File: src/rtl/lfsr_sseg_display.sv
// Parametrised Fibonacci LFSR pattern generator with a multiplexed,
// common-anode seven-segment driver, hold control, step-count display
// mode and a raw LFSR observation port.
module lfsr_sseg_display #(
    parameter int WIDTH         = 16,
    parameter     TAPS          = 16'hB400,
    parameter     SEED          = 16'hACE1,
    parameter int NUM_DIGITS    = 4,
    parameter int PRESCALE_BITS = 24,
    parameter int SCAN_BITS     = 16
) (
    input  logic                  clk,
    input  logic                  reset,
    input  logic [2:0]            clkscale,
    input  logic                  dispToggle,
    input  logic                  hold,
    output logic [7:0]            sseg,
    output logic [NUM_DIGITS-1:0] an,
    output logic [WIDTH-1:0]      lfsr_out
);

    localparam int                       DW       = 4 * NUM_DIGITS;
    localparam logic [WIDTH-1:0]         TAP_MASK = WIDTH'(TAPS);
    localparam logic [WIDTH-1:0]         SEED_RAW = WIDTH'(SEED);
    // An all-zero seed would lock the register up, so it is replaced by 1.
    localparam logic [WIDTH-1:0]         SEED_EFF = (SEED_RAW == '0) ? WIDTH'(1) : SEED_RAW;
    localparam logic [PRESCALE_BITS-1:0] PRE_ONES = '1;

    logic [PRESCALE_BITS-1:0] prescaler;
    logic [PRESCALE_BITS-1:0] tick_mask;
    logic                     step_tick;
    logic                     step_en;
    logic [WIDTH-1:0]         lfsr;
    logic [WIDTH-1:0]         lfsr_next;
    logic [DW-1:0]            step_cnt;
    logic [SCAN_BITS-1:0]     scan_cnt;
    logic                     scan_tick;
    logic [2:0]               digit;
    logic [DW-1:0]            disp_val;
    logic [3:0]               nibble;
    logic [6:0]               seg_code;

    assign lfsr_out = lfsr;

    // Step tick: the low (PRESCALE_BITS - clkscale) prescaler bits are all ones.
    always_comb begin
        tick_mask = PRE_ONES >> clkscale;
        step_tick = &(prescaler | ~tick_mask);
        step_en   = step_tick & ~hold;
    end

    // Free-running step prescaler; keeps counting while held.
    always_ff @(posedge clk) begin
        if (reset) begin
            prescaler <= '0;
        end else begin
            prescaler <= prescaler + PRESCALE_BITS'(1);
        end
    end

    // Next LFSR state: shift in tap parity, or reload the seed on lock-up.
    always_comb begin
        if (lfsr == '0) begin
            lfsr_next = SEED_EFF;
        end else begin
            lfsr_next = {lfsr[WIDTH-2:0], ^(lfsr & TAP_MASK)};
        end
    end

    // LFSR and step counter advance together on every qualified step.
    always_ff @(posedge clk) begin
        if (reset) begin
            lfsr     <= SEED_EFF;
            step_cnt <= '0;
        end else if (step_en) begin
            lfsr     <= lfsr_next;
            step_cnt <= step_cnt + DW'(1);
        end
    end

    assign scan_tick = &scan_cnt;

    // Digit refresh: the scan counter wraps and advances the digit index.
    always_ff @(posedge clk) begin
        if (reset) begin
            scan_cnt <= '0;
            digit    <= '0;
        end else begin
            scan_cnt <= scan_cnt + SCAN_BITS'(1);
            if (scan_tick) begin
                digit <= (digit == 3'(NUM_DIGITS - 1)) ? '0 : digit + 3'd1;
            end
        end
    end

    // Select the displayed value and the nibble for the current digit, then decode.
    always_comb begin
        disp_val = dispToggle ? step_cnt : DW'(lfsr);
        nibble   = 4'(disp_val >> {digit, 2'b00});
        case (nibble)
            4'h0:    seg_code = 7'b1000000;
            4'h1:    seg_code = 7'b1111001;
            4'h2:    seg_code = 7'b0100100;
            4'h3:    seg_code = 7'b0110000;
            4'h4:    seg_code = 7'b0011001;
            4'h5:    seg_code = 7'b0010010;
            4'h6:    seg_code = 7'b0000010;
            4'h7:    seg_code = 7'b1111000;
            4'h8:    seg_code = 7'b0000000;
            4'h9:    seg_code = 7'b0010000;
            4'hA:    seg_code = 7'b0001000;
            4'hB:    seg_code = 7'b0000011;
            4'hC:    seg_code = 7'b1000110;
            4'hD:    seg_code = 7'b0100001;
            4'hE:    seg_code = 7'b0000110;
            default: seg_code = 7'b0001110;
        endcase
    end

    // Registered display outputs; dp marks digit 0 in step-count mode.
    always_ff @(posedge clk) begin
        if (reset) begin
            sseg <= 8'hFF;
            an   <= '1;
        end else begin
            sseg <= {~(dispToggle && (digit == 3'd0)), seg_code};
            an   <= ~(NUM_DIGITS'(1) << digit);
        end
    end

endmodule

File: config.mk
export PLATFORM = sky130hd
export DESIGN_NAME = lfsr_sseg_display
export DESIGN_NICKNAME = d
export VERILOG_FILES = /design/src/rtl/lfsr_sseg_display.sv
export SDC_FILE = /design/constraint.sdc
export NUM_CORES = 1
export LEC_CHECK = 0
export BUFFER_PORTS_ARGS = -buffer_cell sky130_fd_sc_hd__buf_4
export CELL_PAD_IN_SITES_DETAIL_PLACEMENT = 0
export CELL_PAD_IN_SITES_GLOBAL_PLACEMENT = 2
export CORE_ASPECT_RATIO = 1.1
export CORE_MARGIN = 4
export CORE_UTILIZATION = 25
export DETAILED_ROUTE_END_ITERATION = 16
export HOLD_SLACK_MARGIN = 0.12
export PLACE_DENSITY = 0.56
export SLEW_MARGIN = 25
export SYNTH_ARGS = -nofsm -noshare
export SYNTH_HDL_FRONTEND = slang
export SYNTH_SLANG_ARGS = --single-unit
File: constraint.sdc
create_clock -name clk -period 2.9 [get_ports clk]
set_input_delay 0.435 -clock clk [delete_from_list [all_inputs] [get_ports clk]]
set_output_delay 0.435 -clock clk [all_outputs]
set_load 0.03 [all_outputs]
# After elaboration in Yosys (flattened, before gate mapping)
# Memories as Yosys holds them, arrays and structs flattened. A register that Yosys moved wholly into a read port is not among the register bits.
# Cells that the tools add are included.
# totals
reg_bits,87
mem_bits_ro,112
in_bits,7
output_inout_bits,28
wordCells,31
n_memories,1
# mem_list
name,depth,word_bits,rd,rd_ports_with_merged_regs,wr,line_no,source
(no name shown),16,7,1,1,0,100,case (nibble)
# op_classes
n_addsub,4
n_eq_ne,1
n_shift,3
n_mux,3
n_bitwise,6
n_reduce_logical,6
# op_table
cell,count
16-bit by 1-bit adder with 16-bit output (second input constant),2
16-bit two-way mux,2
24-bit by 1-bit adder with 24-bit output (second input constant),1
24-bit NOT,1
24-bit bitwise OR,1
24-bit AND reduction,1
24-bit by 3-bit right shift with 24-bit output (first input constant),1
16-bit logical NOT,1
16-bit AND reduction,1
16-bit XOR reduction,1
16-bit by 5-bit right shift with 4-bit output,1
4-bit NOT,1
1-bit by 3-bit << shifter with 4-bit output (first input constant),1
3-bit by 1-bit adder with 3-bit output (second input constant),1
3-bit by 2-bit == test with 1-bit output (second input constant),1
3-bit logical NOT,1
3-bit two-way mux,1
1-bit NOT,2
1-bit AND,1
1-bit logical AND,1

# Logic depth before layout (Yosys ltp)
# depth
depth_word,5
mapped_depth,10
depth_no_buf,9

# Worst setup path before layout
# OpenSTA, ideal clock, no wires.
# synth_timing
path_kind,flip-flop to flip-flop
from,register digit[1]
to,register sseg[5]
setup_time_ns,0.122
arrival_time_ns,2.246
t_required_ns,2.778
setup_slack_ns,0.532
stages_incl_launch_ff,8
n_path_buf,1
period_less_slack_ns,2.368
path_cell_list,dfxtp_1 > buf_2 > mux4_2 > o21ai_1 > inv_1 > ha_1 > o21a_1 > a221o_1
# synth_between
elab_chain_len,1
# synth_rtl
element,line_no,source
from (decl),38,logic [2:0] digit;
from (signal assigned),91,digit <= (digit == 3'(NUM_DIGITS - 1)) ? '0 : digit + 3'd1;
16-bit by 5-bit right shift with 4-bit output,99,"nibble = 4'(disp_val >> {digit, 2'b00});"
to (decl),17,"output logic [7:0] sseg,"
# No other way between the ends.
# A chain may end at the register's enable or synchronous reset.

# Worst setup path in the final report
# layout_timing
from,register prescaler[0]
to,register step_cnt[12]
# layout_between
elab_chain_len,3
# layout_rtl
element,line_no,source
from (decl),29,logic [PRESCALE_BITS-1:0] prescaler;
from (signal assigned),57,prescaler <= prescaler + PRESCALE_BITS'(1);
24-bit bitwise OR,48,step_tick = &(prescaler | ~tick_mask);
24-bit AND reduction,48,
1-bit AND,49,step_en = step_tick & ~hold;
to (signal assigned),77,step_cnt <= step_cnt + DW'(1);
to (decl),35,logic [DW-1:0] step_cnt;
# No other way between the ends.

==> results.cfg <==
[routing]
vias_per_cell = 4.80
wire_per_inst_um = 14.6
first_pass_iters = 4
wl_um = 10300
final_antenna_net_count = 0
drc = 0
dr_total_vias = 3362
drt_iter0_markers = 155

[timing]
rsz0062_at_grt = false
skew_ns = 0.00538
max_freq_ghz = 0.390
period_needed_ns = 2.56
timing.final.hold_violations = 0
holdWs_ns = 0.393
worst_slew_pin_slew_ns = 0.843
final.setup.tns_ns = 0
fin_crit_sh_pct = 88.3
fin_ws_ns = 0.338
relSlewSlack_pct = 43.3
setup_viol = 0
maxSlewViolCount = 0

[pwr]
finalPower_mw = 2.61
power_leakage_nw = 1.81
power.density_nw_per_um2 = 530
ir_drop_mv = 0.241

[cts]
clockBufferDepth = 2
post_cts_buffers = 0
cts.sinks = 87
ctsHtreeMaxLevel = 3
cts_resized = 0
cts_tree = done
clk_latency_ns = 0.34
cts_hold_buf = 0
cts_made_buffers = 9
path_clk_slew_ns = 0.07
cts-root-buf = clkbuf_16

[min_path]
hp-class = in -> reg
min_from = dispToggle
holdPathStages = 2
holdPathEnd = sseg[7]

[worst_setup_path]
crit_path_end_kind = flop
rrSetupSlack_ns = 0.34
rr_worst_depth = 6
crit_type = reg -> reg
crit_fanout = 22
r2r-end = step_cnt[12]
cpPeakStageDelay_ns = 0.61
cp_top_family = simple AND/OR/NAND/NOR gates
worstPathCellList = ha_1 > nand2_1 > nor4_4 > o2111ai_4 > or4_1 > a21oi_1
worst-path-buf-inv = 0
worst_r2r_startpoint = prescaler[0]
critPathArrivalTime_ns = 2.84
crit_slowest_cell = or4_1
critPathLaunchType = flop
cp.required_ns = 3.17

[placed_design]
place_congestion = 0.749
pre_cts_slack_ns = 0.314
hpwl_um = 7060
portBuffers = 34
place_inst = 685
dpl_cell_area_um2 = 4590

[synth]
ys_seq_area_share_pct = 42.5
ys_warn_count = 0
synth_top_area_share_pct = 42.5
synth_cells = 461
synth_edf_count = 0
ys_seq_elements = 87
synth_nets = 481
synth.largest_area_cell = dfxtp_1
synth_area_leaders = dfxtp_1, nor2_1, xor2_1, nand2_1, ha_1
syn_area_um2 = 4100
async_reset_ff_share_pct = 0
synth_flop_cell = dfxtp_1
synth_cell_types = 50
syn_avg_cell_area_um2 = 8.89

[layout]
syn_to_final_growth_pct = 20.2
nets = 516
finalInstanceArea_um2 = 4930
drive_above_1_share_pct = 14.0
n_fill_cell = 1667
fin_util_pct = 31.0
fin_cells = 701
diodes = 0

[global_route]
grt_max_degree = 46
grt_overflow = 0
grt_usage_pct = 11.6
antenna_found_initial = 0
grt_pass1_vias = 3215
grt_pass1_wl_um = 16900

[floorplanning]
rows = 48
die_x_um = 130
initial_core_util_pct = 25.8
io_pins = 35
die-area_um2 = 18500
fp.dieH_um = 142
fp.coreArea_um2 = 15900

[flow_run]
maxCapViolCount = 0

[run_status]
status = finished clean
[per-layer routing]
metal	share of wire, %	up-vias	wire length [um]	GRT usage (%)
met5	0	-	0	0
met3	4.0	13	410	2.97
met1	49	1593	5040	15.6
met4	1.8	0	187	4.65
li1	-	1708	-	-
met2	45	48	4620	17.7
[logic make-up after synthesis]
family	synth area share [%]
compound gates	13.1
xor+xnor	7.69
fa+ha+maj	4.21
buf+inv	3.36
flops	42.5
mux	5.43
simple gates	23.7
[cell usage in the layout, fill, tap and decap left out, types with 3 or more instances in the layout]
cell and count:
a211oi_1 3, nand4_1 9, buf_4 44, nor3_1 15
nor2b_1 5, o21ai_0 12, xor2_1 22, nor2_1 59
or3_1 11, xnor2_1 14, and4_1 5, o31ai_1 6
mux2i_1 11, or4_1 6, nand3_1 15, mux4_2 5
and3_1 7, o21bai_1 8, nand2_1 47, dfxtp_1 87
inv_1 14, ha_1 13, a21oi_1 29, clkbuf_16 9
nor4_1 7
[worst max path at each step]
stage                       startpoint            to  depth (start not counted)
after floorplan               digit[1]       sseg[5]                          7
after global placement    prescaler[0]  step_cnt[14]                          6
after detailed placement  prescaler[0]  step_cnt[12]                          6
after CTS                 prescaler[0]  step_cnt[12]                          6
after global routing      prescaler[0]   step_cnt[9]                          6
final                     prescaler[0]  step_cnt[12]                          6
[cell usage after synthesis (all sizes together), types with 2 or more instances]
library cell  instances
clkbuf                7
nor2b                 5
and4                  5
xnor2                14
buf                  13
or4                   6
a211oi                3
nor4b                 2
dfxtp                87
xor2                 22
o41ai                 2
or3                  11
o21ai                14
o21a                  2
nand4                10
or2                   2
nand3                15
and3                  7
o31ai                 6
o21bai                8
nor3                 15
nand4b                2
nor4                  8
a21oi                29
mux4                  5
a221o                 2
nor2                 59
ha                   13
nand2                47
o2111ai               2
inv                  14
mux2i                11
a221oi                2
[worst reg2reg max path, stage by stage, from the launching register on]
cell	delay (ns)
dfxtp_1	0.35
ha_1	0.21
nand2_1	0.18
nor4_4	0.54
o2111ai_4	0.44
or4_1	0.62
a21oi_1	0.15
[layout make-up]
type	instances	area, um^2	share of cell area (%)
timing repair buffer	44	330	6.70
clock buffer	11	253	5.13
clock inverter	5	80.1	1.63
multi-input combinational	340	2220	45.0
inverter	14	52.6	1.07
tap	200	250	5.08
sequential	87	1740	35.3
[registers in the layout, summed over array words and instances, names as in the netlist]
signal,cells
lfsr_out,16
prescaler,24
step_cnt,16
an,4
sseg,8
scan_cnt,16
digit,3
[where the power goes]
| part | switching (mW) | leakage (nW) | total [mW] | internal (mW) |
|---|---|---|---|---|
| Combinational | 0.0581 | 0.948 | 0.0944 | 0.0363 |
| Clock | 0.500 | 0.158 | 1.30 | 0.801 |
| Sequential | 0.00654 | 0.705 | 1.21 | 1.21 |
| Total | 0.565 | 1.81 | 2.61 | 2.04 |
(Power assumes the default switching activity.)
